**config.mk**
```make
export PLATFORM = sky130hd
export DESIGN_NAME = tdc_fifo_responder
export DESIGN_NICKNAME = d
export VERILOG_FILES = /design/src/rtl/tdc_if_pkg.sv /design/src/rtl/tdc_resp_fifo.sv /design/src/rtl/tdc_fifo_responder.sv
export SDC_FILE = /design/constraint.sdc
export NUM_CORES = 1
export LEC_CHECK = 0
export CORE_ASPECT_RATIO = 0.75
export CORE_MARGIN = 5
export CORE_UTILIZATION = 54
export DETAILED_ROUTE_END_ITERATION = 7
export GPL_TIMING_DRIVEN = 0
export PLACE_DENSITY = 0.72
export SLEW_MARGIN = 5
export SYNTH_ARGS = -nofsm -noshare
export SYNTH_HDL_FRONTEND = slang
export SYNTH_SLANG_ARGS = --single-unit
export TNS_END_PERCENT = 1
```
**constraint.sdc**
```tcl
create_clock -name clk -period 6.55 [get_ports clk]
set_clock_uncertainty 0.05 [all_clocks]
set_input_delay 1.31 -clock clk [delete_from_list [all_inputs] [get_ports clk]]
set_output_delay 1.31 -clock clk [all_outputs]
set_load 0.1 [all_outputs]
```
**src/rtl/tdc_if_pkg.sv**
```systemverilog
// Shared widths, entry type and read-FSM states for the TDC result-FIFO read interface.
package tdc_if_pkg;
  localparam int TDC_DATA_W = 28;
  localparam int TDC_ADDR_W = 4;

  typedef struct packed {
    logic [TDC_ADDR_W-1:0] addr;
    logic [TDC_DATA_W-1:0] data;
  } tdc_entry_t;

  typedef enum logic {
    IDLE   = 1'b0,
    ACTIVE = 1'b1
  } tdc_rd_state_t;
endpackage

```
**src/rtl/tdc_resp_fifo.sv**
```systemverilog
// Synchronous FIFO of tdc_entry_t; a push while full is accepted only if a pop frees the slot.
module tdc_resp_fifo
  import tdc_if_pkg::*;
#(
  parameter int DEPTH = 16
) (
  input  logic                       i_clk,
  input  logic                       i_reset,
  input  logic                       i_push,
  input  tdc_entry_t                 i_wr_entry,
  input  logic                       i_pop,
  output tdc_entry_t                 o_head,
  output logic                       o_full,
  output logic                       o_empty,
  output logic [$clog2(DEPTH):0]     o_count
);
  localparam int PTR_W = $clog2(DEPTH);
  localparam int CNT_W = PTR_W + 1;
  localparam logic [CNT_W-1:0] FULL_CNT = CNT_W'(DEPTH);

  tdc_entry_t       r_mem [DEPTH];
  logic [PTR_W-1:0] r_wr_ptr;
  logic [PTR_W-1:0] r_rd_ptr;
  logic [CNT_W-1:0] r_count;
  logic             w_do_push;
  logic             w_do_pop;

  assign o_full    = (r_count == FULL_CNT);
  assign o_empty   = (r_count == '0);
  assign o_count   = r_count;
  assign o_head    = r_mem[r_rd_ptr];
  assign w_do_pop  = i_pop && !o_empty;
  assign w_do_push = i_push && (!o_full || w_do_pop);

  always_ff @(posedge i_clk) begin
    if (w_do_push) r_mem[r_wr_ptr] <= i_wr_entry;
  end

  // Pointers wrap naturally because DEPTH is a power of two.
  always_ff @(posedge i_clk) begin
    if (i_reset) begin
      r_wr_ptr <= '0;
      r_rd_ptr <= '0;
      r_count  <= '0;
    end else begin
      if (w_do_push) r_wr_ptr <= r_wr_ptr + 1'b1;
      if (w_do_pop)  r_rd_ptr <= r_rd_ptr + 1'b1;
      case ({w_do_push, w_do_pop})
        2'b10:   r_count <= r_count + 1'b1;
        2'b01:   r_count <= r_count - 1'b1;
        default: r_count <= r_count;
      endcase
    end
  end
endmodule

```
**src/rtl/tdc_fifo_responder.sv**
```systemverilog
// Device-side TDC result-FIFO responder (EF1/CSN/RDN read port).
// Optional load flag output LF is built when TDC_RESP_LOAD_FLAG_EN is defined.
module tdc_fifo_responder
  import tdc_if_pkg::*;
#(
  parameter int DATA_W   = TDC_DATA_W,
  parameter int ADDR_W   = TDC_ADDR_W,
  parameter int DEPTH    = 16,
  parameter int EF_DELAY = 4
`ifdef TDC_RESP_LOAD_FLAG_EN
  , parameter int LF_THRESH = 12
`endif
) (
  input  logic              clk,
  input  logic              reset,
  input  logic              wr_en,
  input  logic [ADDR_W-1:0] wr_addr,
  input  logic [DATA_W-1:0] wr_data,
  input  logic              CSN,
  input  logic              RDN,
  output logic [DATA_W-1:0] data_out,
  output logic [ADDR_W-1:0] addr_out,
  output logic              EF1,
  output logic              ovf,
  output logic              udf
`ifdef TDC_RESP_LOAD_FLAG_EN
  , output logic            LF
`endif
);
  localparam int CNT_W = $clog2(DEPTH) + 1;
  localparam int TMR_W = $clog2(EF_DELAY + 1);

  tdc_rd_state_t    r_state;
  tdc_rd_state_t    w_state_nxt;
  logic             r_rdn_q;
  logic             w_rd_start;
  logic             w_pop;
  logic             w_full;
  logic             w_empty;
  logic             w_fill;
  logic             w_drain;
  logic             w_empty_nxt;
  logic [CNT_W-1:0] w_count;
  logic [TMR_W-1:0] r_timer;
  logic [TMR_W-1:0] w_timer_nxt;
  tdc_entry_t       w_head;
  tdc_entry_t       w_wr_entry;

  assign w_wr_entry = {wr_addr, wr_data};

  tdc_resp_fifo #(.DEPTH(DEPTH)) u_fifo (
    .i_clk      (clk),
    .i_reset    (reset),
    .i_push     (wr_en),
    .i_wr_entry (w_wr_entry),
    .i_pop      (w_pop),
    .o_head     (w_head),
    .o_full     (w_full),
    .o_empty    (w_empty),
    .o_count    (w_count)
  );

  // RDN history keeps tracking through reset so a strobe held low across reset is not seen as a new edge.
  always_ff @(posedge clk) begin
    r_rdn_q <= RDN;
  end

  always_comb begin
    w_state_nxt = r_state;
    w_rd_start  = 1'b0;
    case (r_state)
      IDLE: begin
        if (!RDN && r_rdn_q && !CSN) begin
          w_rd_start  = 1'b1;
          w_state_nxt = ACTIVE;
        end
      end
      ACTIVE: begin
        if (RDN) w_state_nxt = IDLE;
      end
      default: w_state_nxt = IDLE;
    endcase
  end

  assign w_pop       = w_rd_start && !EF1;
  assign w_fill      = w_empty && wr_en;
  assign w_drain     = w_pop && !wr_en && (w_count == CNT_W'(1));
  assign w_empty_nxt = w_drain || (w_empty && !wr_en);

  // Timer counts down the EF1 hold-off after the first entry lands in an empty FIFO.
  always_comb begin
    w_timer_nxt = r_timer;
    if (w_empty_nxt)          w_timer_nxt = '0;
    else if (w_fill)          w_timer_nxt = TMR_W'(EF_DELAY - 1);
    else if (r_timer != '0)   w_timer_nxt = r_timer - 1'b1;
  end

  always_ff @(posedge clk) begin
    if (reset) begin
      r_state  <= IDLE;
      r_timer  <= '0;
      EF1      <= 1'b1;
      ovf      <= 1'b0;
      udf      <= 1'b0;
      data_out <= '0;
      addr_out <= '0;
    end else begin
      r_state <= w_state_nxt;
      r_timer <= w_timer_nxt;
      EF1     <= w_empty_nxt || (w_timer_nxt != '0);
      if (wr_en && w_full && !w_pop) ovf <= 1'b1;
      if (w_rd_start) begin
        if (!EF1) begin
          data_out <= w_head.data;
          addr_out <= w_head.addr;
        end else begin
          data_out <= '0;
          addr_out <= '0;
          udf      <= 1'b1;
        end
      end
    end
  end

`ifdef TDC_RESP_LOAD_FLAG_EN
  always_ff @(posedge clk) begin
    if (reset) LF <= 1'b0;
    else       LF <= (32'(w_count) >= LF_THRESH);
  end
`endif
endmodule

```
# [After elaboration in Yosys (flattened, before gate mapping)]
# Memories as Yosys holds them, arrays and structs flattened. A register that Yosys moved wholly into a read port is not among the register bits.
# Cells that the tools add are included.
[classes] addsub=5 n_eq_ne=4 n_mux=14 bitwise=1 n_reduce_logical=26
[op_table] cell="2-to-1 mux 28 bit" n=1
[op_table] cell="2-to-1 mux 4 bit" n=3
[op_table] cell="logical AND 1 bit" n=11
[op_table] cell="one-hot mux 5 bit (2 select lines)" n=1
[op_table] cell="2-to-1 mux 3 bit" n=3
[op_table] cell="adder 4 x 1 -> 4 bit, second input constant" n=2
[op_table] cell="zero test 1 bit" n=7
[op_table] cell="nonzero test 3 bit" n=2
[op_table] cell="adder 5 x 1 -> 5 bit, second input constant" n=1
[op_table] cell="== test 5 x 1 -> 1 bit, second input constant" n=1
[op_table] cell="== test 5 bit, second input constant" n=1
[op_table] cell="zero test 5 bit" n=1
[op_table] cell="2-to-1 mux 1 bit" n=5
[op_table] cell="subtractor 5 x 1 -> 5 bit, second input constant" n=1
[op_table] cell="logical OR 1 bit" n=3
[op_table] cell="subtractor 3 x 1 -> 3 bit, second input constant" n=1
[op_table] cell="== test 2 x 1 -> 1 bit, second input constant" n=1
[op_table] cell="== test 2 bit, second input constant" n=1
[op_table] cell="one-hot mux 1 bit (2 select lines)" n=1
[op_table] cell="AND reduction 2 bit" n=1
[op_table] cell="nonzero test 2 bit" n=1
[op_table] cell="NOT 1 bit" n=1
[totals] reg_bits=53 ram_bits=512 in_bits=37 mem_count=1
[mem_list] name="u_fifo.r_mem" depth=16 word_bits=32 read_ports=1 rd_clocked_by_memory_dff=1 wr=1 line="tdc_resp_fifo.sv:21" rtl="tdc_entry_t r_mem [DEPTH];"

# [Depth between registers and ports, before layout]
[logic_depth] depth_word=12 ltp_mapped=9

# [Cells and area by module]
# Synthesis repeated with hierarchy kept, for this count alone.
[unflattened] hier_cells=1095 area_unflattened_um2=21780.9
[modules_own_cells] module="tdc_resp_fifo" instances=1 cells_each=911 area_each_um2=20149.3
[modules_own_cells] module="tdc_fifo_responder" instances=1 cells_each=184 area_each_um2=1631.6

# [Worst setup path before layout]
# Ideal clock, no wire load.
[synth_path] kind="input to register" start="in RDN" end="mem u_fifo.r_mem[1][0] (netlist name), enable pin" setup_time_ns=0.501 t_arrival_ns=5.475 required_ns=5.999 path_slack_ns=0.523 cell_stages=5 path_cell_list="or4b_4 > buf_6 > o2111ai_2 > nand2_1 > nor4_1"
[synth_via] elab_chain_len=11
[synth_lines] element="start, declared" line="tdc_fifo_responder.sv:20" rtl="input logic RDN,"
[synth_lines] element="zero test 1 bit" line="tdc_fifo_responder.sv:73" rtl="if (!RDN && r_rdn_q && !CSN) begin"
[synth_lines] element="logical AND 1 bit (2 in series)" line="tdc_fifo_responder.sv:73"
[synth_lines] element="2-to-1 mux 1 bit" line="tdc_fifo_responder.sv:73"
[synth_lines] element="2-to-1 mux 1 bit" line="tdc_fifo_responder.sv:71" rtl="case (r_state)"
[synth_lines] element="logical AND 1 bit" line="tdc_fifo_responder.sv:85" rtl="assign w_pop = w_rd_start && !EF1;"
[synth_lines] element="logical AND 1 bit" line="tdc_resp_fifo.sv:32" rtl="assign w_do_pop = i_pop && !o_empty;"
[synth_lines] element="logical OR 1 bit" line="tdc_resp_fifo.sv:33" rtl="assign w_do_push = i_push && (!o_full || w_do_pop);"
[synth_lines] element="logical AND 1 bit" line="tdc_resp_fifo.sv:33"
[synth_lines] element="2-to-1 mux 1 bit" line="tdc_resp_fifo.sv:36" rtl="if (w_do_push) r_mem[r_wr_ptr] <= i_wr_entry;"
[synth_lines] element="2-to-1 mux 1 bit (implied by the code)" line="tdc_resp_fifo.sv:36"
[synth_lines] element="end, declared" line="tdc_resp_fifo.sv:21"
# No other way between the ends.

# [Worst setup path after layout]
[layout_path] start="in RDN" end="mem u_fifo.r_mem[4][4] (netlist name), enable pin"
# The elaborated chain is that of the path after synthesis.

==> impl_metrics.ini <==
[job]
maxCapViolCount = 0

[synthesis]
syn_area_um2 = 21500
yosys_warnings = 0
syn_nets = 1048
ys_types = 41
yosys_register_bits = 569
ys_seq_area_share_pct = 76.7
async_flop_share_pct = 0
synth.avg_cell_area_um2 = 21.5
synth_edf_count = 512
ys.flop_type = edfxtp_1
netlist_instances = 999

[floorplanning]
die_height_um = 183
core_area_um2 = 39500
num_io_pins = 72
die_area_um2 = 44000
initial_utilization_pct = 54.5
die_w_um = 241
rows = 63

[worst_setup_path]
path_cells = clkdlybuf4s50_1, or4b_4, buf_6, o2111ai_2, nand3_1, nor3_2, buf_4, buf_4
critical-path-slowest-cell = nor3_2
r2r-start = r_state$_SDFF_PP0_
crit_fanout = 10
path_class = in -> reg
arrival_ps = 4550
max_stage_delay_ps = 860
critical_path_buf_inv_count = 4
crit_top_cell = buf_4
end_kind = flop
critPathLaunchType = input pin
critPathTopFamily = simple AND/OR/NAND/NOR gates
cp_data_required_time_ps = 6780
startpoint = RDN

[layout]
syn2layout_area_growth_pct = 16.4
multi_input_area_um2 = 4850
nets = 1217
fillers = 2596
final_cell_mix = edfxtp_1, mux4_2, clkdlybuf4s50_1, dfxtp_1, clkbuf_1
fin_util_pct = 63.5
seqCellArea_um2 = 16500
final_common_cell = edfxtp_1
insertedDiodeCount = 0
drive_gt1_share_pct = 25.8

[grt]
grt_max_degree = 23
grt_pass1_vias = 10800
antenna_found_initial = 0
grt_pass1_wl_um = 68400
track_usage_pct = 20.9
grt.overflow.total = 0

[timing]
setup_ws_ps = 2220
tns_ps = 0
tightestPinTransition_ps = 1080
finalMaxSlewViolations = 0
final_hold_viol_count = 0
post-route-period-util_pct = 66.1
hold_slack_ps = 430
setup_viol = 0
rsz0062_at_grt = false
fin_crit_ps = 4330
max_slew_margin_pct = 27.3
timing.fmax_ghz = 0.231

[clock_network]
clockBufferDepth = 3
post_cts_buffers = 0
clock-root-buffer = clkbuf_16
holdBufCountCts = 0
htree_num_levels = 2
clk_latency_ps = 590
cts_made_buffers = 52
cts.clk_slew.worst_paths_ps = 60
cts_tree = yes
numClockSinks = 569
cts_resized = 0

[placement]
gp_congestion = 0.765
io_buffers = 71
dpl.hpwl_um = 29400
dp_worst_setup_slack_ps = 1610

[route]
routed_via_density = 6.09
ant_nets = 0
dr.pass1.iters = 7
avgRoutedWirePerCell_um = 26.3
drt-total-wl_um = 45600
drtIter0Drc = 1051
vias = 10500
drc_errors = 0

[outcome]
status = finished clean

[pwr]
ir_drop_v = 0.000251
power_mw = 7.22
power_density_nw_per_um2 = 288
leakage_nw = 7.71

[worst_hold_path]
hold_class = reg -> reg
hp-start = ovf$_SDFFE_PP0P_
state kept, by name (all words and copies together), names as in the netlist, 3 cells and up, named ones only:
signal	count
u_fifo.r_rd_ptr	4
r_timer	3
data_out	28
addr_out	4
u_fifo.o_count	5
u_fifo.r_mem	512
u_fifo.r_wr_ptr	4
logic make-up after synthesis:
family	count (synthesis)	synth area share, %
DFF	569	76.7
buffers and inverters	63	1.24
and+or+nand+nor	66	1.78
adders and majority gates	12	0.697
xor gates and xnor gates	8	0.325
AOI/OAI and AO/OA	84	2.45
muxes	197	16.8
power by group:
group	internal (mW)	switching, mW	leakage [nW]
clock	1.60	1.28	0.778
combinational	0.117	0.211	1.85
sequential	4.00	0.0177	5.09
tightest hold or removal path, cell delays in order (launching register included):
cell	delay, ps
dfxtp_1	340
a21oi_1	40
nor2_1	70
stage by stage:
stage | instance area, um2 | instances
after floorplan | 21500 | 999
after global placement | 22900 | 1590
after detailed placement | 23500 | 1634
after CTS | 25100 | 1732
after global routing | 25100 | 1732
final | 25100 | 1732
final timing paths:
kind                            slack, ps                           end  cells past startpoint
worst max-delay path                 2220  u_fifo.r_mem[4][4]$_DFFE_PP_                      8
worst min-delay path                  430              ovf$_SDFFE_PP0P_                      2
worst max register to register       3160  u_fifo.r_mem[4][4]$_DFFE_PP_                      7
worst min register to register        430              ovf$_SDFFE_PP0P_                      2
synth_stat cells (all sizes together) (4+ instances only):
cell / number / area, um2
xnor2: 6 / 52.6
nor3: 6 / 30.0
mux4: 128 / 2880
nor4b: 4 / 50.1
nand3: 5 / 25.0
ha: 12 / 150
nor2: 28 / 105
edfxtp: 512 / 15400
clkbuf: 35 / 135
o21ai: 35 / 175
nand4b: 4 / 35.0
inv: 11 / 41.3
nor4: 6 / 37.5
buf: 17 / 90.1
a21oi: 12 / 60.1
dfxtp: 57 / 1140
a22oi: 32 / 240
mux2: 33 / 372
mux2i: 36 / 360
layout make-up:
| type | count | share of cell area [%] |
|---|---|---|
| Multi-Input combinational cell | 367 | 19.4 |
| Buffer | 52 | 0.899 |
| Inverter | 11 | 0.165 |
| Clock buffer | 80 | 5.73 |
| Sequential cell | 569 | 65.9 |
| Timing Repair Buffer | 115 | 4.72 |
| Tap cell | 520 | 2.60 |
| Clock inverter | 18 | 0.649 |
metal layers:
metal	track usage, %	part of all wire [%]
met3	3.68	7.1
met1	31.7	43
met5	0	0
met4	4.20	1.5
met2	32.9	48
Power figures use the tool's default switching activity.
